--- config.mk ---
export PLATFORM = sky130hd
export DESIGN_NAME = contador_ajuste_bcd
export DESIGN_NICKNAME = d
export VERILOG_FILES = /design/src/rtl/contador_ajuste_bcd.sv
export SDC_FILE = /design/constraint.sdc
export NUM_CORES = 1
export LEC_CHECK = 0
export BUFFER_PORTS_ARGS = -buffer_cell sky130_fd_sc_hd__buf_2
export CAP_MARGIN = 20
export CORE_MARGIN = 10
export CORE_UTILIZATION = 45
export CTS_CLUSTER_SIZE = 25
export DETAILED_ROUTE_END_ITERATION = 6
export PLACE_DENSITY = 0.7
export SLEW_MARGIN = 15
export SYNTH_ARGS = -nofsm -noshare
export SYNTH_HDL_FRONTEND = slang
export SYNTH_SLANG_ARGS = --single-unit
export TNS_END_PERCENT = 20
--- constraint.sdc ---
create_clock -name clk -period 4.16 [get_ports clk]
set_input_delay 0.624 -clock clk [delete_from_list [all_inputs] [get_ports clk]]
set_output_delay 0.624 -clock clk [all_outputs]
set_load 0.01 [all_outputs]
--- src/rtl/contador_ajuste_bcd.sv ---
// One adjustable date/time field shown as 2-digit BCD.
// Press steps once, hold auto-repeats; clamps to a dynamic limit.
module contador_ajuste_bcd #(
    parameter int ID       = 6,
    parameter int MIN_VAL  = 1,
    parameter int MAX_VAL  = 31,
    parameter int DYN_MAX  = 1,
    parameter int HOLD_CYC = 50000000,
    parameter int REP_CYC  = 12500000
) (
    input  logic       clk,
    input  logic       reset,
    input  logic [3:0] contadoresH,
    input  logic       Arriba,
    input  logic       Abajo,
    input  logic       carga,
    input  logic [7:0] datos_in,
    input  logic [7:0] max_dyn,
    output logic [7:0] datos_out,
    output logic       cambio,
    output logic       activo
);

    localparam int HW = (HOLD_CYC > 1) ? $clog2(HOLD_CYC) : 1;
    localparam int RW = (REP_CYC > 1) ? $clog2(REP_CYC) : 1;

    typedef enum logic [1:0] {
        S_IDLE,
        S_HOLD,
        S_REP
    } st_t;

    function automatic logic bcd_ok(input logic [7:0] b);
        return (b[7:4] <= 4'd9) && (b[3:0] <= 4'd9);
    endfunction

    function automatic logic [6:0] bcd2bin(input logic [7:0] b);
        return 7'(b[7:4]) * 7'd10 + 7'(b[3:0]);
    endfunction

    st_t           r_st, w_st_n;
    logic [HW-1:0] r_hcnt, w_hcnt_n;
    logic [RW-1:0] r_rcnt, w_rcnt_n;
    logic          r_dir, w_dir_n;
    logic [6:0]    r_val;
    logic          r_cambio;
    logic          r_up_q, r_dn_q;

    logic       w_up, w_dn, w_same, w_step, w_load;
    logic [6:0] w_mx_bin, w_in_bin, w_emax, w_nxt;
    logic [3:0] w_tens, w_units;

    assign activo   = (contadoresH == 4'(ID));
    assign w_up     = Arriba & ~Abajo & activo;
    assign w_dn     = Abajo & ~Arriba & activo;
    assign w_same   = r_dir ? w_up : w_dn;
    assign w_mx_bin = bcd2bin(max_dyn);
    assign w_in_bin = bcd2bin(datos_in);

    // Out-of-range or malformed limits fall back to the static maximum
    always_comb begin
        w_emax = 7'(MAX_VAL);
        if (DYN_MAX != 0 && bcd_ok(max_dyn) &&
            w_mx_bin >= 7'(MIN_VAL) && w_mx_bin < 7'(MAX_VAL))
            w_emax = w_mx_bin;
    end

    assign w_load = carga && bcd_ok(datos_in) &&
                    w_in_bin >= 7'(MIN_VAL) && w_in_bin <= w_emax;

    always_comb begin
        w_st_n   = r_st;
        w_hcnt_n = r_hcnt;
        w_rcnt_n = r_rcnt;
        w_dir_n  = r_dir;
        w_step   = 1'b0;
        unique case (r_st)
            S_IDLE: begin
                w_hcnt_n = '0;
                w_rcnt_n = '0;
                if (w_up && !r_up_q) begin
                    w_step  = 1'b1;
                    w_dir_n = 1'b1;
                    w_st_n  = S_HOLD;
                end else if (w_dn && !r_dn_q) begin
                    w_step  = 1'b1;
                    w_dir_n = 1'b0;
                    w_st_n  = S_HOLD;
                end
            end
            S_HOLD: begin
                if (!w_same) begin
                    w_st_n   = S_IDLE;
                    w_hcnt_n = '0;
                    w_rcnt_n = '0;
                end else if (r_hcnt == HW'(HOLD_CYC - 1)) begin
                    w_step   = 1'b1;
                    w_hcnt_n = '0;
                    w_rcnt_n = '0;
                    w_st_n   = S_REP;
                end else begin
                    w_hcnt_n = r_hcnt + 1'b1;
                end
            end
            S_REP: begin
                if (!w_same) begin
                    w_st_n   = S_IDLE;
                    w_hcnt_n = '0;
                    w_rcnt_n = '0;
                end else if (r_rcnt == RW'(REP_CYC - 1)) begin
                    w_step   = 1'b1;
                    w_rcnt_n = '0;
                end else begin
                    w_rcnt_n = r_rcnt + 1'b1;
                end
            end
            default: begin
                w_st_n   = S_IDLE;
                w_hcnt_n = '0;
                w_rcnt_n = '0;
            end
        endcase
        if (w_load) begin
            w_st_n   = S_IDLE;
            w_hcnt_n = '0;
            w_rcnt_n = '0;
        end
    end

    always_comb begin
        w_nxt = r_val;
        if (w_dir_n)
            w_nxt = (r_val >= w_emax) ? 7'(MIN_VAL) : r_val + 7'd1;
        else
            w_nxt = (r_val <= 7'(MIN_VAL)) ? w_emax : r_val - 7'd1;
    end

    always_ff @(posedge clk or posedge reset) begin
        if (reset) begin
            r_st   <= S_IDLE;
            r_hcnt <= '0;
            r_rcnt <= '0;
            r_dir  <= 1'b1;
        end else begin
            r_st   <= w_st_n;
            r_hcnt <= w_hcnt_n;
            r_rcnt <= w_rcnt_n;
            r_dir  <= w_dir_n;
        end
    end

    // History resets high so a button held through reset needs a release
    always_ff @(posedge clk or posedge reset) begin
        if (reset) begin
            r_val    <= 7'(MIN_VAL);
            r_cambio <= 1'b0;
            r_up_q   <= 1'b1;
            r_dn_q   <= 1'b1;
        end else begin
            r_up_q   <= w_up;
            r_dn_q   <= w_dn;
            r_cambio <= 1'b0;
            if (w_load) begin
                r_val <= w_in_bin;
            end else if (r_val > w_emax) begin
                r_val    <= w_emax;
                r_cambio <= 1'b1;
            end else if (w_step) begin
                r_val    <= w_nxt;
                r_cambio <= 1'b1;
            end
        end
    end

    always_comb begin
        w_tens = 4'd0;
        for (int i = 1; i < 10; i++)
            if (r_val >= 7'(i * 10))
                w_tens = 4'(i);
        w_units = 4'(r_val - 7'(w_tens) * 7'd10);
    end

    assign datos_out = {w_tens, w_units};
    assign cambio    = r_cambio;

endmodule

# Word-level counts from Yosys, hierarchy flattened
# Cells that the tools add are included.
[totals] ff_bits=63 input_bits=25 output_inout_bits=10 elab_cells=114
[op_classes] bitwise_logic=6 magnitude_cmp=20 n_eq_ne=8 mux=48 n_mul=3 add_sub_neg=7 reduce_logical=14
[ops] op="$mux W24" n=5
[ops] op="$mux W26" n=4
[ops] op="$pmux W26 S2" n=1
[ops] op="$mux W7" n=7
[ops] op="$pmux W24 S2" n=1
[ops] op="$mux W4" n=8
[ops] op="$add A26 B1 Y26 const B" n=1
[ops] op="$eq A26 B26 Y1 const B" n=1
[ops] op="$add A24 B1 Y24 const B" n=1
[ops] op="$eq A24 B24 Y1 const B" n=1
[ops] op="$ge A7 B6 Y1 const B" n=3
[ops] op="$ge A7 B7 Y1 const B" n=3
[ops] op="$le A4 B4 Y1 const B" n=4
[ops] op="$add A7 B4 Y7" n=2
[ops] op="$ge A7 B1 Y1 const B" n=2
[ops] op="$ge A7 B5 Y1 const B" n=2
[ops] op="$mux W1" n=14
[ops] op="$mul A4 B3 Y6 const B" n=2
[ops] op="$mux W2" n=6
[ops] op="$logic_and A1 B1 Y1" n=9
[ops] op="$ne A4 B4 Y1 const B" n=2
[ops] op="$add A7 B1 Y7 const B" n=1
[ops] op="$ge A7 B4 Y1 const B" n=1
[ops] op="$ge A7 B7 Y1" n=1
[ops] op="19 further kinds" n=24

# Longest topological paths before layout
# Gate-level depths: netlist (run 1).
[depth] depth_word=12 depth_mapped=23 mapped_depth_nobuf=21

# Worst setup path before layout (run 1)
# No wires, ideal clock.
[synth_path] kind="input port to flip-flop" startpoint="input max_dyn[5]" endpoint="register r_hcnt[5]" setup_ps=83 t_arrival_ps=4647 path_buffers=1 path_stages=21 slack_ps=-570 required_time_ps=4077 path_cell_list="ha_1 > ha_1 > inv_1 > fa_1 > and3_1 > nor3_1 > and2_1 > nand2_1 > nor2_1 > inv_1 > ha_1 > nor2b_1 > o21ai_0 > o221ai_1 > or3_1 > a2bb2oi_2 > o22ai_2 > or3b_4 > buf_2 > or3_1 > o21ai_0"
[synth_via] elab_chain_len=9 word_cells_on_any_way=13 classes_between="add/sub: 1; mul: 1; order compare: 4; eq/ne: 1; mux: 2; reduce/logical: 4"
[synth_lines] item="start: declaration" line_no="18" rtl="input logic [7:0] max_dyn,"
[synth_lines] item="$mul A4 B3 Y6" line_no="38" rtl="return 7'(b[7:4]) * 7'd10 + 7'(b[3:0]);"
[synth_lines] item="$add A7 B4 Y7" line_no="38"
[synth_lines] item="$ge A7 B1 Y1" line_no="64" rtl="w_mx_bin >= 7'(MIN_VAL) && w_mx_bin < 7'(MAX_VAL))"
[synth_lines] item="$logic_and A1 B1 Y1" line_no="63" rtl="if (DYN_MAX != 0 && bcd_ok(max_dyn) &&"
[synth_lines] item="$logic_and A1 B1 Y1" line_no="64"
[synth_lines] item="$mux W7 *" line_no="63"
[synth_lines] item="$le A7 B7 Y1 *" line_no="69" rtl="w_in_bin >= 7'(MIN_VAL) && w_in_bin <= w_emax;"
[synth_lines] item="$logic_and A1 B1 Y1 *" line_no="69"
[synth_lines] item="$ne A3 B3 Y1 (no source line) or $mux W26 (tied branches)"
[synth_lines] item="end signal: assignment" line_no="146" rtl="r_hcnt <= w_hcnt_n;"
[synth_lines] item="end: declaration" line_no="42" rtl="logic [HW-1:0] r_hcnt, w_hcnt_n;"
# Every way passes the cells marked *; elsewhere a longest branch is shown, timed or not.
# A chain may end at the register's enable or synchronous reset.

# Worst setup path in the final report (run 1)
[layout_path] startpoint="input max_dyn[7]" endpoint="register r_hcnt[24]"
# Same word-level chain as after synthesis.

==> results of run 1 <==
-- cells in the final DEF (no fill, tap or decap), types with 10 or more instances in the layout --
master,n
a21o_1,12
a21oi_1,36
a31oi_1,21
and3_1,20
buf_2,32
buf_4,61
dfrtp_1,59
ha_1,26
inv_1,30
nand2_1,67
nand3_1,29
nand4_1,11
nor2_1,42
nor3_1,15
o21ai_0,31
o21ai_1,17
or3_1,19
xnor2_1,10
xor2_1,14
-- through the flow --
step                      worst slack [ps]  instance area (um2)  setup TNS (ps)  total power, mW  cells
after floorplan                       -287                 5170           -6480             1.40    641
after global placement                -390                 5820          -14730             1.71    840
after detailed placement              -508                 5820          -20930             1.75    840
after CTS                            -52.6                 6280            -230             2.58    866
after global routing                  -235                 6510           -6230             2.79    870
final                                -34.8                 6510           -68.9             2.64    870
-- path summary, 6_finish.rpt --
kind	start	to	slack (ps)	cells past startpoint
setup reg to reg	r_hcnt[0]$_DFFE_PP0P_	r_rcnt[23]$_DFFE_PP0P_	830	9
setup / recovery	max_dyn[7]	r_hcnt[24]$_DFFE_PP0P_	-30	23
min in group asynchronous	reset	r_val[5]$_DFFE_PP0P_	520	2
hold / removal	r_rcnt[21]$_DFFE_PP0P_	r_rcnt[21]$_DFFE_PP0P_	470	1
max in group asynchronous	reset	r_hcnt[23]$_DFFE_PP0P_	2820	3
hold reg to reg	r_rcnt[21]$_DFFE_PP0P_	r_rcnt[21]$_DFFE_PP0P_	470	1
-- layout make-up --
cell class                 count  area (um2)  share of cell area (%)
clock inverter                 7        97.6                    1.50
multi-input combinational    516        3570                    54.8
tap                          140         175                    2.69
timing repair buffer         101         738                    11.3
inverter                      34         128                    1.96
sequential                    63        1580                    24.3
clock buffer                   9         225                    3.46
-- flip-flops by register name, summed over array words and instances (netlist names) --
name,flops
r_dir,1
r_up_q,1
r_hcnt,26
r_rcnt,24
r_dn_q,1
r_val,7
r_st,2
cambio,1
-- per-layer routing --
metal	up-vias	wire [um]	track usage, %
met3	14	762	3.46
li1	2511	-	-
met5	-	0	0
met4	0	151	5.36
met2	169	7010	28.2
met1	2530	6540	22.4
-- cells by family after synthesis --
logic type	count (synthesis)
xor+xnor	26
mux	3
other cells	1
flops	63
compound gates	184
simple gates	261
buf+inv	63
fa+ha+maj	37
-- power breakdown --
part	internal, mW	total [mW]	switching (mW)
Clock	0.525	0.809	0.285
Combinational	0.489	1.09	0.606
Sequential	0.645	0.737	0.0918
Total	1.66	2.64	0.982
-- timing repair --
| action | in CTS | in global routing |
|---|---|---|
| gates resized for setup | 15 | 49 |
| setup endpoints to repair | 39 | 56 |
| cloned | 1 | 0 |
| pin swaps | 6 | 17 |
| hold endpoints to repair | 0 | 0 |
| setup buffers | 9 | 4 |
-- worst max-delay path: stages --
cell and delay, ps:
buf_8 100, ha_4 260, ha_4 130, inv_2 30
fa_2 370, xor2_4 190, o21ai_1 90, o21ai_1 170
a211o_1 190, nand2_4 90, nor2_4 100, inv_2 60
ha_4 150, nor2b_4 110, o21ai_1 110, o221ai_1 100
or3_1 330, a2bb2oi_2 140, o22ai_2 100, buf_6 150
or3b_4 420, or3_1 350, o21ai_1 90
==> summary.md, run 1 <==
| Metric | Value |
|---|---|
| Status | finished with violations |
| Failing checks | negative setup slack |
| Worst setup EP type | register |
| Final GP Congestion | 0.856 |
| Crit Path Category | input port to register |
| Most instantiated cells after synthesis | nand2_1, dfrtp_1, nor2_1 |
| Max-slew violations | 0 |
| Largest family of logic cells by synthesized area | simple AND/OR/NAND/NOR gates |
| IO buf count | 34 |
| Clock-pin slew on the worst setup and hold paths | ~60 ps |
| Layout Skew | about 11 ps |
| Layout cell share with drive strength beyond 1 | around a quarter |
| Worst Path Required | 4420 ps |
| Final hold slack | 474 ps |
| Initial antenna violation count | 0 |
| Core Util, Final | about 59% |
| Core Area | between 10000 and 15000 um2 |
| Post-Synth XOR/XNOR Area | under 10% |
| Rel. slew slack | around 34% |
| Top-count cell post-synth | nand2_1 |
| Fin nets | between 700 and 800 |
| Cells after Synth | ~640 |
| Final Hold Vio Count | 0 |
| Synth Area in Adders | ~9.7% |
| Post-synth top area cell | dfrtp_1 |
| Clock Latency Late Sink | 340 ps |
| Synth Register Bits | 63 |
| Compound-Gate Fraction of Synth Area | a little under a quarter |
| TritonCTS Buffers | 9 |
| Post-layout min period | about 4200 ps |
| Worst vdd ir | 0.238 mV |
| Worst min-delay path class | register to register |
| Hold-fix buffers, CTS | 0 |
| EDFF count, synth | 0 |
| Syn avg cell area | around 8 um2 |
| Largest net degree at the start of global routing | 47 |
| Total power divided by cell area | between 400 and 500 nW/um2 |
| Chip Height | 127 um |
| Mapped Area | 5110 um2 |
| Initial Utilization | between 40% and 50% |
| Grt ovf | 0 |
| Global-route wire length before repair | roughly 24 mm |
| Antenna-violating nets left | 0 |
| Area of the die | around 16000 um2 |
| Period utilisation layout | 101% |
| Final setup vio count | 5 |
| Synth top area share | 28.9% |
| Synth Area in Simple Gates | 26.1% |
| Post-DP HPWL | between 10 and 15 mm |
| CTS Sinks | 63 |
| Crit path launch type | input port |
| Critical Path AT | around 4500 ps |
| Routed WL | approximately 14 mm |
| # diodes | 0 |
| Ports | 35 |
| Vias | between 5000 and 6000 |
| Predominant post-synthesis flop cell | dfrtp_1 |
| CTS Buffer Depth | 2 |
| Leakage power | around 2.9 nW |
| Seq/Total Area, Yosys | a little under a third |
| Root Driver | clkbuf_16 |
| Syn-to-layout area delta | 27.4% |
| FP Rows | 38 |
| Fmax | between 0.2 and 0.25 GHz |
| MaxCap Viol Count | 0 |
| Setup ws final | -34.8 ps |
| Drt first-iter violations | between 600 and 700 |
| Total global-route track usage | between 15 and 20% |
| Drc violations | 0 |
| 1st-pass router iterations | 5 |
| Die W | 127 um |
| Peak fanout along the critical path | 7 |
| Worst Max-Slew Pin Slew | between 900 and 1000 ps |
| Synth warn | 0 |
| Via density | 6.00 |
| Synth area leaders | dfrtp_1, ha_1, nand2_1 |
| Synth unique cells | 73 |
| Vias in the first global route | approximately 5100 |
| Multiplexer share of the synthesized area | less than 1% |
| Asr flop ratio synth | 100% |
| H-tree depth | 3 |
| CTS tree | done |
| DR WL/cell | ~17 um |
| RSZ-0062 raised after global routing | yes |
| Fill count | roughly 930 |
Power figures use the tool's default switching activity.
==> run 2, diff against run 1 <==
--- a/config.mk
+++ b/config.mk
@@ -12,6 +12,7 @@
 export CTS_CLUSTER_SIZE = 25
 export DETAILED_ROUTE_END_ITERATION = 6
 export PLACE_DENSITY = 0.7
+export SKIP_LAST_GASP = 1
 export SLEW_MARGIN = 15
 export SYNTH_ARGS = -nofsm -noshare
 export SYNTH_HDL_FRONTEND = slang
==> run 2 against run 1 <==
Effect of this change:
- largest power group unchanged
- wire length down 0.78%
- sequential share of layout area up 0.24 points
- clock power about the same
- die area unchanged
- count of clock-buffer cells in the layout unchanged
- cell count down 0.11%
- non-clock buffer count down 1
- the run still ends with negative setup slack left
- worst hold slack about the same
- combinational power about the same
- register-to-register slack better by 30 ps
==> summary.md, run 2 (synthesis results as in run 1) <==
| Metric | Value |
|---|---|
| Status | finished with violations |
| Failing checks | negative setup slack |
| Worst Path Required | 4420 ps (about the same) |
| Clock Latency Late Sink | 330 ps (about the same) |
| Period utilisation layout | 101% (about the same) |
| Total power divided by cell area | 408 nW/um2 (+0.54%) |
| Worst Hold Depth | 1 (unchanged) |
| Critical Path AT | 4450 ps (about the same) |
| Most frequent cells in the layout | nand2_1, buf_4, dfrtp_1, nor2_1, a21oi_1 |
| # diodes | 0 (unchanged) |
| Largest net degree at the start of global routing | 47 (unchanged) |
| Most common cell after layout, fill and taps aside | nand2_1 |
| Ports | 35 (unchanged) |
| Rel. slew slack | 34.7% (+0.39 points) |
| Fmax | 0.238 GHz (about the same) |
| Layout cell share with drive strength beyond 1 | 22.8% (-1.5 points) |
| Drc violations | 0 (unchanged) |
| Worst Max-Slew Pin Slew | 978 ps (-5.80 ps) |
| Total global-route track usage | 17.3% (unchanged) |
| CTS tree | done |
| Vias | 5180 (-0.84%) |
| Final setup vio count | 6 (+1) |
| Hold path startpoint | r_rcnt[21]$_DFFE_PP0P_ |
| Max reg flops | 26 (unchanged) |
| R2R cell count | 10 (+1) |
| Regs by FF count | r_hcnt: 26 flops, r_rcnt: 24 flops, r_val: 7 flops |
| Initial Utilization | 46.5% (unchanged) |
| Clock-pin slew on the worst setup and hold paths | 60 ps (about the same) |
| Max-slew violations | 0 (unchanged) |
| Root Driver | clkbuf_16 |
| FP Rows | 38 (unchanged) |
| Final GP Congestion | 0.856 (unchanged) |
| DR WL/cell | 16.5 um (-0.67%) |
| Pre-CTS setup slack | -508 ps (unchanged) |
| Cell Area, Placed | 5820 um2 (unchanged) |
| Crit path launch type | input port |
| Core Area | 11000 um2 (unchanged) |
| CTS Buffer Depth | 2 (unchanged) |
| Vias in the first global route | 5087 (-0.039%) |
| Leakage power | 2.84 nW (-0.39%) |
| Grt ovf | 0 (unchanged) |
| Tot Pwr | 2.63 mW (-0.43%) |
| Finished Cell Area | 6450 um2 (-0.96%) |
| Endpoint of the worst hold path | r_rcnt[21]$_DFFE_PP0P_ |
| Core Util, Final | 58.7% (-0.57 points) |
| Drt first-iter violations | 542 (-10%) |
| CTS Sinks | 63 (unchanged) |
| H-tree depth | 3 (unchanged) |
| Via density | 5.96 (-0.73%) |
| Post-layout min period | 4190 ps (-0.0945 ps) |
| Peak fanout along the critical path | 7 (unchanged) |
| IO buf count | 34 (unchanged) |
| Crit Path Category | input port to register |
| Final Hold Vio Count | 0 (unchanged) |
| Antenna-violating nets left | 0 (unchanged) |
| Post-DP HPWL | 10.2 mm (unchanged) |
| Final hold slack | 474 ps (-0.00100 ps) |
| Initial antenna violation count | 0 (unchanged) |
| Routed WL | 14.4 mm (-0.78%) |
| Fin nets | 785 (-0.13%) |
| Worst min-delay path class | register to register |
| Capturing point of the worst reg2reg path | r_val[4]$_DFFE_PP0P_ |
| Die W | 127 um (unchanged) |
| RSZ-0062 raised after global routing | yes |
| Chip Height | 127 um (unchanged) |
| Area of the die | 16000 um2 (unchanged) |
| Setup TNS | -126 ps (-56.8 ps) |
| Layout Skew | 10.6 ps (-0.346 ps) |
| MaxCap Viol Count | 0 (unchanged) |
| Syn-to-layout area delta | 26.2% |
| FF-to-FF setup slack | 860 ps (+30 ps) |
| Cells after DPL | 840 (unchanged) |
| Post-Layout Cell Count | 869 (-0.11%) |
| Worst vdd ir | 0.239 mV (+0.22%) |
| Worst setup EP type | register |
| Reg-to-reg startpoint | r_rcnt[7]$_DFFE_PP0P_ |
| Setup ws final | -34.7 ps (+0.0945 ps) |
| 1st-pass router iterations | 5 (unchanged) |
| Global-route wire length before repair | 24.0 mm (unchanged) |
| Top reg by flops | r_hcnt |
| TritonCTS Buffers | 9 (unchanged) |
## run 2: cell types whose count changed in the layout (fill, tap and decap cells not counted), sizes merged
cell and delta:
buf -1
## run 2: area by class of cell
cell class | count | area (um2)
multi-input cells | 516 | 3520
fillers | 939 | 4530
repair buffers | 100 | 723
clock buffers | 9 | 225
flip-flops and latches | 63 | 1580
inverters | 34 | 128
well taps | 140 | 175
clock inverters | 7 | 97.6
## run 2: layer usage
layer  up-vias  GRT usage, %  share of wire (%)
met4         0          5.36                1.0
met2       171          28.2                 48
li1       2517             -                  -
met3        12          3.46                5.7
met5         -             0                  0
met1      2480          22.4                 45
## run 2: power breakdown
group | leakage [nW] | switching (mW) | internal (mW) | total (mW)
combinational | 1.83 | 0.603 | 0.485 | 1.09
clock | 0.152 | 0.281 | 0.525 | 0.806
sequential | 0.857 | 0.0905 | 0.645 | 0.736
## run 2: what timing repair did
| item | 4_1_cts | 5_1_grt |
|---|---|---|
| setup buffers | 9 | 3 |
| resized for setup | 12 | 35 |
| hold buffers | 0 | 0 |
| pin swaps | 6 | 10 |
| setup endpoints to repair | 39 | 56 |
| gates cloned | 1 | 0 |
## run 2: how the worst max path moves through the flow
| stage | startpoint | to | slack (ps) |
|---|---|---|---|
| floorplan | max_dyn[7] | r_hcnt[5]$_DFFE_PP0P_ | -290 |
| global placement | max_dyn[7] | r_hcnt[17]$_DFFE_PP0P_ | -390 |
| detailed placement | max_dyn[7] | r_hcnt[15]$_DFFE_PP0P_ | -510 |
| CTS | max_dyn[7] | r_hcnt[3]$_DFFE_PP0P_ | -50 |
| global route | max_dyn[7] | r_hcnt[3]$_DFFE_PP0P_ | -230 |
| finish | max_dyn[7] | r_hcnt[3]$_DFFE_PP0P_ | -30 |
## run 2: worst max-delay path, stage by stage
cell       delay (ps)
buf_6             100
ha_4              260
ha_4              130
inv_2              30
fa_2              370
xor2_4            190
o21ai_1            90
o21ai_1           170
a211o_1           190
nand2_4            90
nor2_4            100
inv_2              60
ha_4              150
nor2b_4           110
o21ai_1           110
o221ai_1          100
or3_1             330
a2bb2oi_2         140
o22ai_2           100
buf_6             150
or3b_4            420
or3_1             350
o21ai_1            80
